<file path="src/rtl/mem_arb_pkg.sv">
// Shared types and constants for the memory arbiter: requester ids, the
// in-flight read entry and the cache-line offset width.
package mem_arb_pkg;

  typedef enum logic {
    REQ_IC = 1'b0,
    REQ_DC = 1'b1
  } req_id_e;

  localparam int OFFSET_BITS = 4;

  // Widest address the in-flight entry can carry; WORD_SIZE must not exceed it.
  localparam int INFL_ADDR_W = 64;

  typedef struct packed {
    logic                   vld;
    req_id_e                id;
    logic [INFL_ADDR_W-1:0] addr;
  } infl_t;

endpackage

</file>
<file path="src/rtl/sync_fifo.sv">
// Single-clock FIFO used for the arbiter's capture queues. A push on a full
// queue is accepted only when the same cycle also pops.
module sync_fifo #(
  parameter int WIDTH = 32,
  parameter int DEPTH = 4
) (
  input  logic             clk,
  input  logic             rst,
  input  logic             i_push,
  input  logic [WIDTH-1:0] i_din,
  input  logic             i_pop,
  output logic [WIDTH-1:0] o_dout,
  output logic             o_full,
  output logic             o_empty
);
  localparam int PTR_W = (DEPTH > 1) ? $clog2(DEPTH) : 1;
  localparam int CNT_W = $clog2(DEPTH + 1);

  logic [WIDTH-1:0] r_mem [DEPTH];
  logic [PTR_W-1:0] r_wptr;
  logic [PTR_W-1:0] r_rptr;
  logic [CNT_W-1:0] r_count;
  logic             w_push;
  logic             w_pop;

  function automatic logic [PTR_W-1:0] ptr_inc(input logic [PTR_W-1:0] p);
    return (p == PTR_W'(DEPTH - 1)) ? '0 : p + 1'b1;
  endfunction

  assign o_full  = (r_count == CNT_W'(DEPTH));
  assign o_empty = (r_count == '0);
  assign w_pop   = i_pop && !o_empty;
  assign w_push  = i_push && (!o_full || w_pop);
  assign o_dout  = r_mem[r_rptr];

  always_ff @(posedge clk) begin
    if (rst) begin
      r_wptr  <= '0;
      r_rptr  <= '0;
      r_count <= '0;
    end else begin
      if (w_push) r_wptr <= ptr_inc(r_wptr);
      if (w_pop)  r_rptr <= ptr_inc(r_rptr);
      case ({w_push, w_pop})
        2'b10:   r_count <= r_count + 1'b1;
        2'b01:   r_count <= r_count - 1'b1;
        default: r_count <= r_count;
      endcase
    end
  end

  always_ff @(posedge clk) begin
    if (w_push) r_mem[r_wptr] <= i_din;
  end

endmodule

</file>
<file path="src/rtl/mem_arbiter.sv">
// Memory arbiter: three capture queues, write-first issue, IC/DC read arbitration
// and a fixed-latency response tracker. Define MEM_ARB_FIXED_PRIORITY_EN to make DC reads always beat IC reads.
module mem_arbiter
  import mem_arb_pkg::*;
#(
  parameter int WORD_SIZE   = 32,
  parameter int LINE_SIZE   = 128,
  parameter int QUEUE_DEPTH = 4,
  parameter int MEM_LATENCY = 5
) (
  input  logic                 clk,
  input  logic                 rst,
  input  logic                 ic_req,
  input  logic [WORD_SIZE-1:0] ic_req_addr,
  output logic                 ic_res,
  output logic [WORD_SIZE-1:0] ic_res_addr,
  output logic [LINE_SIZE-1:0] ic_res_data,
  input  logic                 dc_req,
  input  logic [WORD_SIZE-1:0] dc_req_addr,
  output logic                 dc_res,
  output logic [WORD_SIZE-1:0] dc_res_addr,
  output logic [LINE_SIZE-1:0] dc_res_data,
  input  logic                 dc_write,
  input  logic [WORD_SIZE-1:0] dc_write_addr,
  input  logic [LINE_SIZE-1:0] dc_write_data,
  output logic                 mem_valid,
  output logic                 mem_we,
  output logic [WORD_SIZE-1:0] mem_addr,
  output logic [LINE_SIZE-1:0] mem_wdata,
  input  logic                 mem_rvalid,
  input  logic [LINE_SIZE-1:0] mem_rdata,
  output logic                 err
);
  localparam int WQ_W = WORD_SIZE + LINE_SIZE;
  localparam int QT_W = $clog2(MEM_LATENCY + 1);

  logic                 w_icq_full, w_icq_empty, w_icq_pop;
  logic                 w_dcq_full, w_dcq_empty, w_dcq_pop;
  logic                 w_wq_full, w_wq_empty, w_wq_pop;
  logic [WORD_SIZE-1:0] w_icq_addr, w_dcq_addr, w_rd_addr, w_rd_line;
  logic [WQ_W-1:0]      w_wq_dout;
  logic                 w_issue_wr, w_issue_rd, w_sel_dc;
  logic                 w_drop, w_rsp, w_unexp, w_miss;
  logic                 w_tail_vld;
  req_id_e              w_tail_id;
  logic [WORD_SIZE-1:0] w_tail_addr;
  infl_t                r_infl [MEM_LATENCY];
  logic [QT_W-1:0]      r_quiet;
  logic                 r_err;

  // Capture stage: every request lands in its queue on the cycle it is pulsed
  sync_fifo #(.WIDTH(WORD_SIZE), .DEPTH(QUEUE_DEPTH)) u_icq (
    .clk(clk), .rst(rst), .i_push(ic_req), .i_din(ic_req_addr), .i_pop(w_icq_pop),
    .o_dout(w_icq_addr), .o_full(w_icq_full), .o_empty(w_icq_empty));

  sync_fifo #(.WIDTH(WORD_SIZE), .DEPTH(QUEUE_DEPTH)) u_dcq (
    .clk(clk), .rst(rst), .i_push(dc_req), .i_din(dc_req_addr), .i_pop(w_dcq_pop),
    .o_dout(w_dcq_addr), .o_full(w_dcq_full), .o_empty(w_dcq_empty));

  sync_fifo #(.WIDTH(WQ_W), .DEPTH(QUEUE_DEPTH)) u_wq (
    .clk(clk), .rst(rst), .i_push(dc_write), .i_din({dc_write_addr, dc_write_data}),
    .i_pop(w_wq_pop), .o_dout(w_wq_dout), .o_full(w_wq_full), .o_empty(w_wq_empty));

  assign w_drop = (ic_req && w_icq_full && !w_icq_pop) ||
                  (dc_req && w_dcq_full && !w_dcq_pop) ||
                  (dc_write && w_wq_full && !w_wq_pop);

  // Issue stage: pending evictions always go first so reads observe them
  assign w_issue_wr = !rst && !w_wq_empty;
  assign w_issue_rd = !rst && w_wq_empty && (!w_icq_empty || !w_dcq_empty);

`ifdef MEM_ARB_FIXED_PRIORITY_EN
  assign w_sel_dc = !w_dcq_empty;
`else
  logic r_rr_dc;
  assign w_sel_dc = !w_dcq_empty && (w_icq_empty || r_rr_dc);

  // After each read the other requester gets the next tie.
  always_ff @(posedge clk) begin
    if (rst)             r_rr_dc <= 1'b1;
    else if (w_issue_rd) r_rr_dc <= !w_sel_dc;
  end
`endif

  assign w_wq_pop  = w_issue_wr;
  assign w_dcq_pop = w_issue_rd && w_sel_dc;
  assign w_icq_pop = w_issue_rd && !w_sel_dc;
  assign w_rd_addr = w_sel_dc ? w_dcq_addr : w_icq_addr;
  assign w_rd_line = {w_rd_addr[WORD_SIZE-1:OFFSET_BITS], {OFFSET_BITS{1'b0}}};

  assign mem_valid = w_issue_wr || w_issue_rd;
  assign mem_we    = w_issue_wr;
  assign mem_addr  = w_issue_wr ? w_wq_dout[WQ_W-1:LINE_SIZE] :
                     (w_issue_rd ? w_rd_line : '0);
  assign mem_wdata = w_issue_wr ? w_wq_dout[LINE_SIZE-1:0] : '0;

  // In-flight stage: one slot per cycle of memory latency, reads only
  always_ff @(posedge clk) begin
    if (rst) begin
      for (int i = 0; i < MEM_LATENCY; i++) r_infl[i].vld <= 1'b0;
    end else begin
      r_infl[0].vld  <= w_issue_rd;
      r_infl[0].id   <= w_sel_dc ? REQ_DC : REQ_IC;
      r_infl[0].addr <= INFL_ADDR_W'(w_rd_line);
      for (int i = 1; i < MEM_LATENCY; i++) r_infl[i] <= r_infl[i-1];
    end
  end

  assign w_tail_vld  = r_infl[MEM_LATENCY-1].vld;
  assign w_tail_id   = r_infl[MEM_LATENCY-1].id;
  assign w_tail_addr = r_infl[MEM_LATENCY-1].addr[WORD_SIZE-1:0];

  // Response stage: memory data is forwarded in the cycle it arrives
  assign w_rsp       = !rst && w_tail_vld && mem_rvalid;
  assign ic_res      = w_rsp && (w_tail_id == REQ_IC);
  assign dc_res      = w_rsp && (w_tail_id == REQ_DC);
  assign ic_res_addr = ic_res ? w_tail_addr : '0;
  assign dc_res_addr = dc_res ? w_tail_addr : '0;
  assign ic_res_data = ic_res ? mem_rdata : '0;
  assign dc_res_data = dc_res ? mem_rdata : '0;

  // Stray responses right after reset belong to reads that reset discarded.
  assign w_unexp = mem_rvalid && !w_tail_vld && (r_quiet == '0);
  assign w_miss  = w_tail_vld && !mem_rvalid;

  always_ff @(posedge clk) begin
    if (rst) begin
      r_err   <= 1'b0;
      r_quiet <= QT_W'(MEM_LATENCY);
    end else begin
      if (r_quiet != '0) r_quiet <= r_quiet - 1'b1;
      if (w_drop || w_unexp || w_miss) r_err <= 1'b1;
    end
  end

  assign err = r_err && !rst;

endmodule

</file>
<file path="config.mk">
export PLATFORM = sky130hd
export DESIGN_NAME = mem_arbiter
export DESIGN_NICKNAME = d
export VERILOG_FILES = /design/src/rtl/mem_arb_pkg.sv /design/src/rtl/sync_fifo.sv /design/src/rtl/mem_arbiter.sv
export SDC_FILE = /design/constraint.sdc
export NUM_CORES = 1
export LEC_CHECK = 0
export BUFFER_PORTS_ARGS = -buffer_cell sky130_fd_sc_hd__buf_2
export CAP_MARGIN = 20
export CORE_MARGIN = 2
export CORE_UTILIZATION = 37
export CTS_BUF_LIST = sky130_fd_sc_hd__clkbuf_4
export CTS_CLUSTER_SIZE = 8
export DETAILED_ROUTE_END_ITERATION = 12
export GPL_TIMING_DRIVEN = 1
export SLEW_MARGIN = 25
export SYNTH_ARGS = -nofsm -noshare
export SYNTH_HDL_FRONTEND = slang
export SYNTH_SLANG_ARGS = --single-unit
export TNS_END_PERCENT = 5
</file>
<file path="constraint.sdc">
create_clock -name clk -period 8.7 [get_ports clk]
set_input_delay 1.305 -clock clk [delete_from_list [all_inputs] [get_ports clk]]
set_output_delay 1.305 -clock clk [all_outputs]
set_load 0.01 [all_outputs]
</file>
==> reports/qor.log, run 1 <==
[run_status] outcome finished clean
[route] DR iter-0 viols 1,726
[timing] fmax 195 MHz
[timing] RSZ-0062 raised after global routing no
[yosys] library cell with the highest instance count after synthesis sky130_fd_sc_hd__edfxtp_1
[yosys] Cell Area, Synth 41,800 um^2
[yosys] count of distinct cell types in the synthesized netlist 50
[place] placer's final routability congestion estimate 0.865
[route] Detailed Route WL 131,000 um
[finish] area occupied by multi-input gates 10,100 um^2
[critical_path] kind of launch point of the worst setup path register
[cts] number of clock buffers inserted by TritonCTS 293
[finish] Layout Utilization 45.5%
[critical_path] R2R Path Start u_wq.r_count[0]$_SDFFE_PP0P_
[timing] final-report setup violation count 0
[yosys] cells taking the most area after synthesis sky130_fd_sc_hd__edfxtp_1, sky130_fd_sc_hd__mux4_2, sky130_fd_sc_hd__and2_1
[yosys] synthesized area divided by synthesized cell count 18.7 um^2
[cts] clock insertion delay at the later pin of the skew report 1.05 ns
[global_routing] number of antenna violations at the first check in global routing 117
[route] number of iterations in the first detailed-routing pass 7
[route] final routed DRC violation total 0
[place] estimated wirelength of the detail-placed design 92,700 um
[route] number of antenna-violating nets in the routed design 0
[floorplan] I/O Pins 843
[timing] Worst slew margin 25.2%
[timing] period utilization 59.0%
[finish] fillcell total 10,027
[global_routing] combined global-route utilization of all metal layers 22.4%
[cts] CTS tree built
[cts] Hold Buf Count CTS 0
[critical_path] category of the most critical setup path register to primary output
[global_routing] pin count of the biggest net entering global routing 132
[floorplan] Vert. Die Dim 340 um
[yosys] proportion of synthesized chip area in sequential cells 74.2%
[yosys] cell types with the highest counts after synthesis sky130_fd_sc_hd__edfxtp_1, sky130_fd_sc_hd__and2_1, sky130_fd_sc_hd__mux4_2, sky130_fd_sc_hd__nor2b_1, sky130_fd_sc_hd__clkbuf_1
[route] via count normalized by instance count 4.93
[yosys] number of enable-type register cells in the synthesized netlist 1,009
[finish] final design instance area without fill 51,100 um^2
[yosys] Post-synth ARST share 0%
[global_routing] Congestion Overflow GR 0
[yosys] synthesis warning total 0
[power_and_ir_drop] power density cells 260 nW/um^2
[power_and_ir_drop] Max rail drop VDD 198 uV
[global_routing] global-route wire length before repair 182,000 um
[cts] Post-CTS Setup Repair Bufs 0
[floorplan] effective utilization at floorplan 37.2%
[cts] clock transition at the registers of the reported paths 0.06 ns
[cts] root buffer cell sky130_fd_sc_hd__clkbuf_4
[floorplan] chip width 340 um
[yosys] top_reg_cell synth sky130_fd_sc_hd__edfxtp_1
[place] Placement Cell Area 47,600 um^2
[cts] clock tree sinks 1,046
[yosys] post-synth top area cell sky130_fd_sc_hd__edfxtp_1
[power_and_ir_drop] leak pwr 19.6 nW
[critical_path] Worst setup EP type primary output
[critical_path] maximum fanout along the worst path 107
[yosys] number of storage elements in the synthesis netlist 1,046
[critical_path] required time at the worst-slack endpoint 7.39 ns
[route] total number of vias 24,543
[finish] total area of sequential cells 31,100 um^2
[floorplan] Core Rows 123
[place] number of buffer cells added on primary ports 826
[finish] post-synthesis to final-layout area growth 22.4%
[cts] number of H-tree branching levels 5
[timing] Setup Total Neg Slack 0 ns
[timing] setup skew after layout 0.141 ns
[timing] number of hold-slack violations in the final timing report 0
[timing] Slew Limit Fails 0
[yosys] post-synthesis cell count 2,235
[floorplan] core box area 112,000 um^2
[global_routing] number of global-route vias before repair 24,831
[hold_path] start point of the worst hold path r_infl[0][197]$_SDFF_PP0_
[finish] proportion of layout cells with a drive suffix above 1 44.6%
[run] maximum capacitance violations 0
[timing] crit path time final 5.14 ns
[cts] post-CTS resize count 0
[cts] largest buffer count on any clock path 4
[finish] nets 3,642
[yosys] portion of synthesized cell area occupied by the leading cell type 72.5%
[floorplan] die outline area 116,000 um^2
[timing] actual transition at the worst max-transition pin 1.12 ns
[route] detailed-route wire length per cell 26.3 um
[hold_path] path category of the worst min-delay check register to register
[critical_path] Worst Path Arrival 3.83 ns
[state kept, by name, summed over array words and instances (netlist names), 2 cells and up, named ones only]
| signal | flops |
|---|---|
| u_wq.r_mem | 640 |
| r_infl | 150 |
| u_dcq.r_mem | 112 |
| u_icq.r_mem | 112 |
| r_quiet | 3 |
| u_dcq.r_count | 3 |
| u_icq.r_count | 3 |
| u_wq.r_count | 3 |
| u_dcq.r_rptr | 2 |
| u_dcq.r_wptr | 2 |
| u_icq.r_rptr | 2 |
| u_icq.r_wptr | 2 |
| u_wq.r_rptr | 2 |
| u_wq.r_wptr | 2 |
[per-stage QoR]
stage,instances,power [W],hold WS [ns],worst slack [ns]
3_5_place_dp,4467,0.00930,0.428,3.63
3_3_place_gp,4467,0.00929,0.418,3.54
5_1_grt,4969,0.0140,0.281,3.17
2_1_floorplan,2242,0.00803,0.414,2.69
4_1_cts,4939,0.0135,0.234,3.28
6_report,4982,0.0133,0.434,3.56
[logic make-up after synthesis]
group,share of synthesized area [%]
flops,74.2
simple gates,9.87
mux,12.6
buf+inv,1.62
compound gates,0.907
fa+ha+maj,0.682
xor+xnor,0.0838
other cells,0.00897
[worst max-delay path, cell delays in order, from the launching register on]
cell	delay [ns]
sky130_fd_sc_hd__dfxtp_4	0.85
sky130_fd_sc_hd__buf_12	0.76
sky130_fd_sc_hd__mux4_2	0.71
sky130_fd_sc_hd__and2_1	0.21
sky130_fd_sc_hd__buf_2	0.14
[layout by cell type (no fill, tap or decap), drive strengths merged, types with 2 or more instances in the layout]
| cell | instances |
|---|---|
| and3 | 5 |
| edfxtp | 1009 |
| mux4 | 216 |
| ha | 18 |
| or3 | 5 |
| buf | 859 |
| nor2 | 44 |
| clkbuf | 413 |
| nand3 | 7 |
| conb | 8 |
| diode | 42 |
| nor3 | 7 |
| xnor2 | 2 |
| nand4 | 2 |
| mux2 | 4 |
| nor3b | 3 |
| o31ai | 4 |
| and2 | 452 |
| a21oi | 10 |
| or2 | 2 |
| mux2i | 35 |
| xor2 | 2 |
| a21o | 2 |
| inv | 31 |
| clkinvlp | 2 |
| o21ai | 32 |
| bufinv | 3 |
| nor2b | 124 |
| fa | 3 |
| nand2b | 2 |
| clkinv | 48 |
| a31oi | 2 |
| dfxtp | 37 |
| nand2 | 37 |
[routing by layer]
metal	share of wire (%)	track usage (%)
met5	0.28	0
met4	5.3	11.8
met3	8.4	7.53
met2	51	38.5
met1	35	24.5
[report_power, final]
part	total [W]	switching (W)	leakage (nW)	internal, W
logic	0.00302	0.00177	7.83	0.00126
registers	0.00611	0.000178	9.72	0.00594
clock network	0.00418	0.00193	2.06	0.00225
total	0.0133	0.00388	19.6	0.00944
[layout make-up]
type                    instances  share of cell area [%]
clock inverters                59                   0.626
flip-flops and latches       1046                    60.7
multi-input cells            1038                    19.8
repair buffers                859                    8.69
inverters                      25                   0.198
clock buffers                 413                    6.06
diodes                         42                   0.205
well taps                    1500                    3.67
[worst paths after layout]
| path | end | slack, ns | cells after the start |
|---|---|---|---|
| max reg2reg | u_wq.r_mem[2][17]$_DFFE_PP_ | 5.35 | 5 |
| max | mem_wdata[60] | 3.56 | 4 |
| min reg2reg | r_infl[0][263]$_SDFF_PP0_ | 0.43 | 1 |
| min | r_infl[0][263]$_SDFF_PP0_ | 0.43 | 1 |
Power figures use the tool's default switching activity.
==> run 2: changes to the inputs <==
==> constraint.sdc (replaced) <==
create_clock -name clk -period 4.91 [get_ports clk]
set_input_delay 0.7365 -clock clk [delete_from_list [all_inputs] [get_ports clk]]
set_output_delay 0.7365 -clock clk [all_outputs]
set_load 0.01 [all_outputs]
==> run 2 against run 1 <==
Against the previous run:
- clock power grew 77%
- utilization is 2.1 points higher
- largest cell class unchanged
- first-iteration DRC count increased by 6.6%
- critical endpoint is now mem_addr[31]
- clock skew down 0.015 ns
==> reports/qor.log, run 2 (synthesis gave the netlist of run 1 again) <==
[route] detailed-route wire length per cell 25.7 um [-2.3%]
[global_routing] combined global-route utilization of all metal layers 23.0% [+0.58 points]
[route] via count normalized by instance count 4.87 [-1.2%]
[hold_path] Hold Path Stages 2 [+1]
[floorplan] effective utilization at floorplan 37.2% [unchanged]
[timing] Slew Limit Fails 0 [unchanged]
[floorplan] die outline area 116,000 um^2 [unchanged]
[floorplan] chip width 340 um [unchanged]
[power_and_ir_drop] total power consumption of the routed design 0.0239 W [+79%]
[floorplan] Vert. Die Dim 340 um [unchanged]
[global_routing] number of global-route vias before repair 25,694 [+3.5%]
[timing] period utilization 92.2%
[finish] post-synthesis to final-layout area growth 28.1%
[cts] largest buffer count on any clock path 4 [unchanged]
[timing] crit path time final 4.53 ns
[cts] clock transition at the registers of the reported paths 0.06 ns [about the same]
[timing] setup skew after layout 0.126 ns [-0.0149 ns]
[floorplan] core box area 112,000 um^2 [unchanged]
[power_and_ir_drop] leak pwr 20.6 nW [+5.1%]
[critical_path] required time at the worst-slack endpoint 4.17 ns [-3.22 ns]
[critical_path] category of the most critical setup path register to primary output
[power_and_ir_drop] Max rail drop VDD 315 uV [+59%]
[finish] register ranked first by flip-flop count u_wq.r_mem
[finish] non-filler instance count after layout 5,210 [+4.6%]
[timing] RSZ-0062 raised after global routing no
[finish] largest registers ranked by flip-flop count u_wq.r_mem x640, r_infl x150
[critical_path] maximum fanout along the worst path 16 [-85%]
[global_routing] number of antenna violations at the first check in global routing 95 [-19%]
[route] DR iter-0 viols 1,840 [+6.6%]
[cts] number of clock buffers inserted by TritonCTS 295 [+0.68%]
[place] instance count after placement with tap cells included 4,479 [+0.27%]
[cts] CTS tree built
[hold_path] path category of the worst min-delay check input port to register
[critical_path] R2R setup slack 2.27 ns [-3.08 ns]
[cts] root buffer cell sky130_fd_sc_hd__clkbuf_4
[global_routing] Congestion Overflow GR 0 [unchanged]
[place] estimated wirelength of the detail-placed design 94,800 um [+2.3%]
[cts] number of H-tree branching levels 5 [unchanged]
[cts] clock insertion delay at the later pin of the skew report 1.12 ns [+0.07 ns]
[finish] leading cell type in the layout, fill and taps excluded sky130_fd_sc_hd__edfxtp_1
[route] Detailed Route WL 134,000 um [+2.2%]
[critical_path] Worst Path Arrival 3.79 ns [-0.04 ns]
[finish] Largest register FFs 640 [unchanged]
[floorplan] Core Rows 123 [unchanged]
[timing] actual transition at the worst max-transition pin 0.922 ns [-0.200 ns]
[timing] final-report setup violation count 0 [unchanged]
[timing] Setup Total Neg Slack 0 ns [unchanged]
[route] number of antenna-violating nets in the routed design 0 [unchanged]
[route] number of iterations in the first detailed-routing pass 5 [-2]
[finish] nets 3,876 [+6.4%]
[finish] proportion of layout cells with a drive suffix above 1 42.1% [-2.5 points]
[timing] number of hold-slack violations in the final timing report 0 [unchanged]
[critical_path] Worst setup EP type primary output
[finish] final design instance area without fill 53,600 um^2 [+4.7%]
[run_status] outcome finished clean
[global_routing] pin count of the biggest net entering global routing 158 [+20%]
[finish] commonest cells after routing, fill and taps aside sky130_fd_sc_hd__edfxtp_1, sky130_fd_sc_hd__buf_2, sky130_fd_sc_hd__and2_1
[floorplan] I/O Pins 843 [unchanged]
[global_routing] global-route wire length before repair 187,000 um [+3.0%]
[power_and_ir_drop] power density cells 446 nW/um^2 [+71%]
[cts] clock tree sinks 1,046 [unchanged]
[run] maximum capacitance violations 0 [unchanged]
[timing] fmax 221 MHz
[critical_path] number of cells on the worst reg-to-reg path 5 [unchanged]
[critical_path] kind of launch point of the worst setup path register
[route] total number of vias 25,348 [+3.3%]
[route] final routed DRC violation total 0 [unchanged]
[place] number of buffer cells added on primary ports 826 [unchanged]
[timing] Worst slew margin 38.5% [+13 points]
[place] Placement Cell Area 47,800 um^2 [+0.53%]
[place] placer's final routability congestion estimate 0.921 [+6.5%]
==> run 2: per-layer routing <==
layer,routed length [um],global-route usage [%],vias to the layer above
met1,48100,25.4,12575
met5,323,0,-
met4,7560,12.2,48
met3,11100,8.12,389
li1,-,-,11249
met2,67000,38.9,1087
==> run 2: path summary, 6_finish.rpt <==
check	from	end
hold / removal	dc_write_data[101]	u_wq.r_mem[0][101]$_DFFE_PP_
hold reg to reg	r_infl[0][131]$_SDFF_PP0_	r_infl[0][197]$_SDFF_PP0_
setup reg to reg	u_icq.r_count[1]$_SDFFE_PP0P_	r_infl[0][31]$_DFFE_PN_
setup / recovery	u_icq.r_count[1]$_SDFFE_PP0P_	mem_addr[31]
==> run 2: final cells by class <==
type,instances,area [um^2]
multi-input combinational,1038,10100
antenna,43,108
clock inverter,56,308
tap,1500,1880
sequential,1046,31100
inverter,25,104
fill,9900,58800
timing repair buffer,1091,6880
clock buffer,411,3090
==> run 2: where the power goes <==
group	switching, W	internal [W]
Sequential	0.000376	0.0105
Clock	0.00343	0.00397
Combinational	0.00318	0.00243
==> run 2: timing repair <==
action,4_1_cts,5_1_grt
endpoints found under the hold margin,894,0
hold buffers,221,0
buffers inserted,0,0
gates resized for setup,0,0
==> run 2: per-stage QoR <==
step | util (%) | setup slack, ns | hold slack, ns
4_1_cts | 47.6 | 0.218 | 0.155
2_1_floorplan | - | -0.532 | 0.414
3_5_place_dp | 42.6 | 1.56 | 0.427
3_3_place_gp | 42.6 | 1.56 | 0.417
5_1_grt | 47.7 | 0.121 | 0.201
6_report | 47.7 | 0.384 | 0.375
==> run 2: critical path, cell delays in order, from the launching register on <==
cell                      delay [ns]
sky130_fd_sc_hd__dfxtp_1        0.41
sky130_fd_sc_hd__nor3_1         0.15
sky130_fd_sc_hd__o21ai_4        0.69
sky130_fd_sc_hd__buf_4          0.35
sky130_fd_sc_hd__mux2i_1        0.61
sky130_fd_sc_hd__o21ai_0        0.24
sky130_fd_sc_hd__buf_2          0.20
==> run 3: changes to the inputs <==
--- a/config.mk
+++ b/config.mk
@@ -13,6 +13,7 @@
 export CTS_CLUSTER_SIZE = 8
 export DETAILED_ROUTE_END_ITERATION = 12
 export GPL_TIMING_DRIVEN = 1
+export RECOVER_POWER = 25
 export SLEW_MARGIN = 25
 export SYNTH_ARGS = -nofsm -noshare
 export SYNTH_HDL_FRONTEND = slang
==> constraint.sdc (replaced) <==
create_clock -name clk -period 4.4 [get_ports clk]
set_input_delay 0.66 -clock clk [delete_from_list [all_inputs] [get_ports clk]]
set_output_delay 0.66 -clock clk [all_outputs]
set_load 0.01 [all_outputs]
==> run 3 against run 2 <==
Against the previous run:
- power grew 12%
- combinational power rose by 13%
- first-iteration DRC count shrank 10%
- routed wire length grew 0.42%
- utilization barely moved
- critical path type unchanged
- critical endpoint is now mem_addr[21]
- highest routed layer unchanged
==> reports/qor.log, run 3 (synthesis gave the netlist of run 1 again) <==
[run_status] outcome finished clean
[route] Detailed Route WL 135,000 um [+0.42%]
[route] DR iter-0 viols 1,649 [-10%]
[floorplan] chip width 340 um [unchanged]
[finish] leading cell type in the layout, fill and taps excluded sky130_fd_sc_hd__edfxtp_1
[critical_path] CP max stage delay 0.71 ns [+0.02 ns]
[timing] Worst slew margin 45.0% [+6.5 points]
[global_routing] number of antenna violations at the first check in global routing 95 [unchanged]
[route] number of iterations in the first detailed-routing pass 5 [unchanged]
[cts] number of clock buffers inserted by TritonCTS 299 [+1.4%]
[floorplan] Core Rows 123 [unchanged]
[hold_path] path category of the worst min-delay check input port to register
[finish] area occupied by multi-input gates 10,100 um^2 [unchanged]
[critical_path] Top Family by Delay on Critical Path multiplexers
[place] estimated wirelength of the detail-placed design 95,300 um [+0.54%]
[cts] CTS tree built
[route] number of antenna-violating nets in the routed design 0 [unchanged]
[global_routing] Congestion Overflow GR 0 [unchanged]
[finish] non-filler instance count after layout 5,216 [+0.12%]
[place] number of buffer cells added on primary ports 826 [unchanged]
[power_and_ir_drop] leak pwr 20.2 nW [-1.8%]
[timing] period utilization 93.1%
[cts] clock insertion delay at the later pin of the skew report 1.14 ns [+0.02 ns]
[finish] nets 3,886 [+0.26%]
[timing] final-report setup violation count 0 [unchanged]
[finish] Largest register FFs 640 [unchanged]
[route] detailed-route wire length per cell 25.8 um [+0.30%]
[power_and_ir_drop] power density cells 501 nW/um^2 [+12%]
[floorplan] effective utilization at floorplan 37.2% [unchanged]
[critical_path] maximum fanout along the worst path 16 [unchanged]
[global_routing] pin count of the biggest net entering global routing 158 [unchanged]
[finish] commonest cells after routing, fill and taps aside sky130_fd_sc_hd__edfxtp_1, sky130_fd_sc_hd__buf_2, sky130_fd_sc_hd__and2_1
[critical_path] Worst setup EP type primary output
[cts] largest buffer count on any clock path 4 [unchanged]
[floorplan] I/O Pins 843 [unchanged]
[power_and_ir_drop] total power consumption of the routed design 0.0268 W [+12%]
[run] maximum capacitance violations 0 [unchanged]
[timing] fmax 244 MHz
[timing] number of hold-slack violations in the final timing report 0 [unchanged]
[cts] post-CTS resize count 0 [unchanged]
[timing] actual transition at the worst max-transition pin 0.823 ns [-0.0988 ns]
[global_routing] combined global-route utilization of all metal layers 22.9% [about the same]
[critical_path] category of the most critical setup path register to primary output
[global_routing] global-route wire length before repair 187,000 um [about the same]
[critical_path] critical-path cell with the highest stage delay sky130_fd_sc_hd__dfxtp_2
[finish] largest registers ranked by flip-flop count u_wq.r_mem x640, r_infl x150
[timing] RSZ-0062 raised after global routing no
[cts] clock tree sinks 1,046 [unchanged]
[floorplan] Vert. Die Dim 340 um [unchanged]
[global_routing] number of global-route vias before repair 25,858 [+0.64%]
[place] placer's final routability congestion estimate 0.899 [-2.4%]
[critical_path] cells along the critical path buf_12 -> mux4_2 -> mux2i_1 -> o21ai_0 -> buf_2
[place] instance count after placement with tap cells included 4,479 [unchanged]
[route] total number of vias 25,335 [-0.051%]
[critical_path] kind of launch point of the worst setup path register
[timing] crit path time final 4.10 ns
[finish] total area of sequential cells 31,000 um^2 [about the same]
[finish] post-synthesis to final-layout area growth 28.1% [about the same]
[timing] Slew Limit Fails 0 [unchanged]
[finish] proportion of layout cells with a drive suffix above 1 37.5% [-4.6 points]
[floorplan] die outline area 116,000 um^2 [unchanged]
[power_and_ir_drop] Max rail drop VDD 358 uV [+14%]
[critical_path] required time at the worst-slack endpoint 3.74 ns [-0.43 ns]
[route] via count normalized by instance count 4.86 [-0.17%]
[critical_path] Worst Path Arrival 3.44 ns [-0.35 ns]
[critical_path] R2R setup slack 1.84 ns [-0.43 ns]
[floorplan] core box area 112,000 um^2 [unchanged]
[finish] fillcell total 9,934 [+0.34%]
[cts] root buffer cell sky130_fd_sc_hd__clkbuf_4
[cts] clock transition at the registers of the reported paths 0.07 ns [about the same]
[cts] number of H-tree branching levels 5 [unchanged]
[route] final routed DRC violation total 0 [unchanged]
[critical_path] buffering stage count on the worst path with inverters included 2 [unchanged]
[finish] register ranked first by flip-flop count u_wq.r_mem
[timing] setup skew after layout 0.126 ns [-0.000106 ns]
run 3: per-layer routing:
| metal | global-route usage (%) | vias up | wire (um) |
|---|---|---|---|
| met2 | 39.1 | 1114 | 68900 |
| met4 | 10.5 | 46 | 5220 |
| met3 | 8.17 | 281 | 11600 |
| met5 | 0 | - | 313 |
| li1 | - | 11258 | - |
| met1 | 25.8 | 12636 | 48700 |
run 3: final timing paths:
| kind | end | start | depth (start not counted) |
|---|---|---|---|
| max | mem_addr[21] | register | 5 |
| min | u_wq.r_mem[0][83]$_DFFE_PP_ | dc_write_data[83] | 2 |
| max reg2reg | u_wq.r_mem[1][93]$_DFFE_PP_ | u_wq.r_count[1]$_SDFFE_PP0P_ | 4 |
| min reg2reg | r_infl[0][197]$_SDFF_PP0_ | r_infl[0][131]$_SDFF_PP0_ | 1 |
run 3: what timing repair did:
action / 4_1_cts / 5_1_grt
endpoints found under the hold margin: 908 / 0
hold buffers: 223 / 0
setup endpoints to repair: 1 / 0
setup buffers: 4 / 0
run 3: where the power goes:
part           internal, W  switching (W)  leakage (nW)  total (W)
Clock              0.00451        0.00385          2.08    0.00836
Combinational      0.00274        0.00360          8.43    0.00634
Sequential          0.0117       0.000379          9.72     0.0121
run 3: cell type report:
type | count | share of cell area [%]
Clock inverter | 64 | 0.701
Inverter | 25 | 0.189
Timing Repair Buffer | 1097 | 12.7
Multi-Input combinational cell | 1038 | 19.0
Clock buffer | 411 | 5.76
Sequential cell | 1046 | 58.0
Antenna cell | 35 | 0.164
Tap cell | 1500 | 3.51
run 3: through the flow:
step	setup TNS, ns	setup slack [ns]	util [%]	hold slack, ns	instance area (um^2)
finish	0	0.304	47.7	0.325	53500
global route	0	0.0275	47.6	0.182	53500
CTS	0	0.101	47.8	0.0589	53700
detailed placement	0	1.26	42.7	0.422	47900
global placement	0	1.27	42.7	0.422	47900
floorplan	-463.49	-0.966	-	0.414	41800
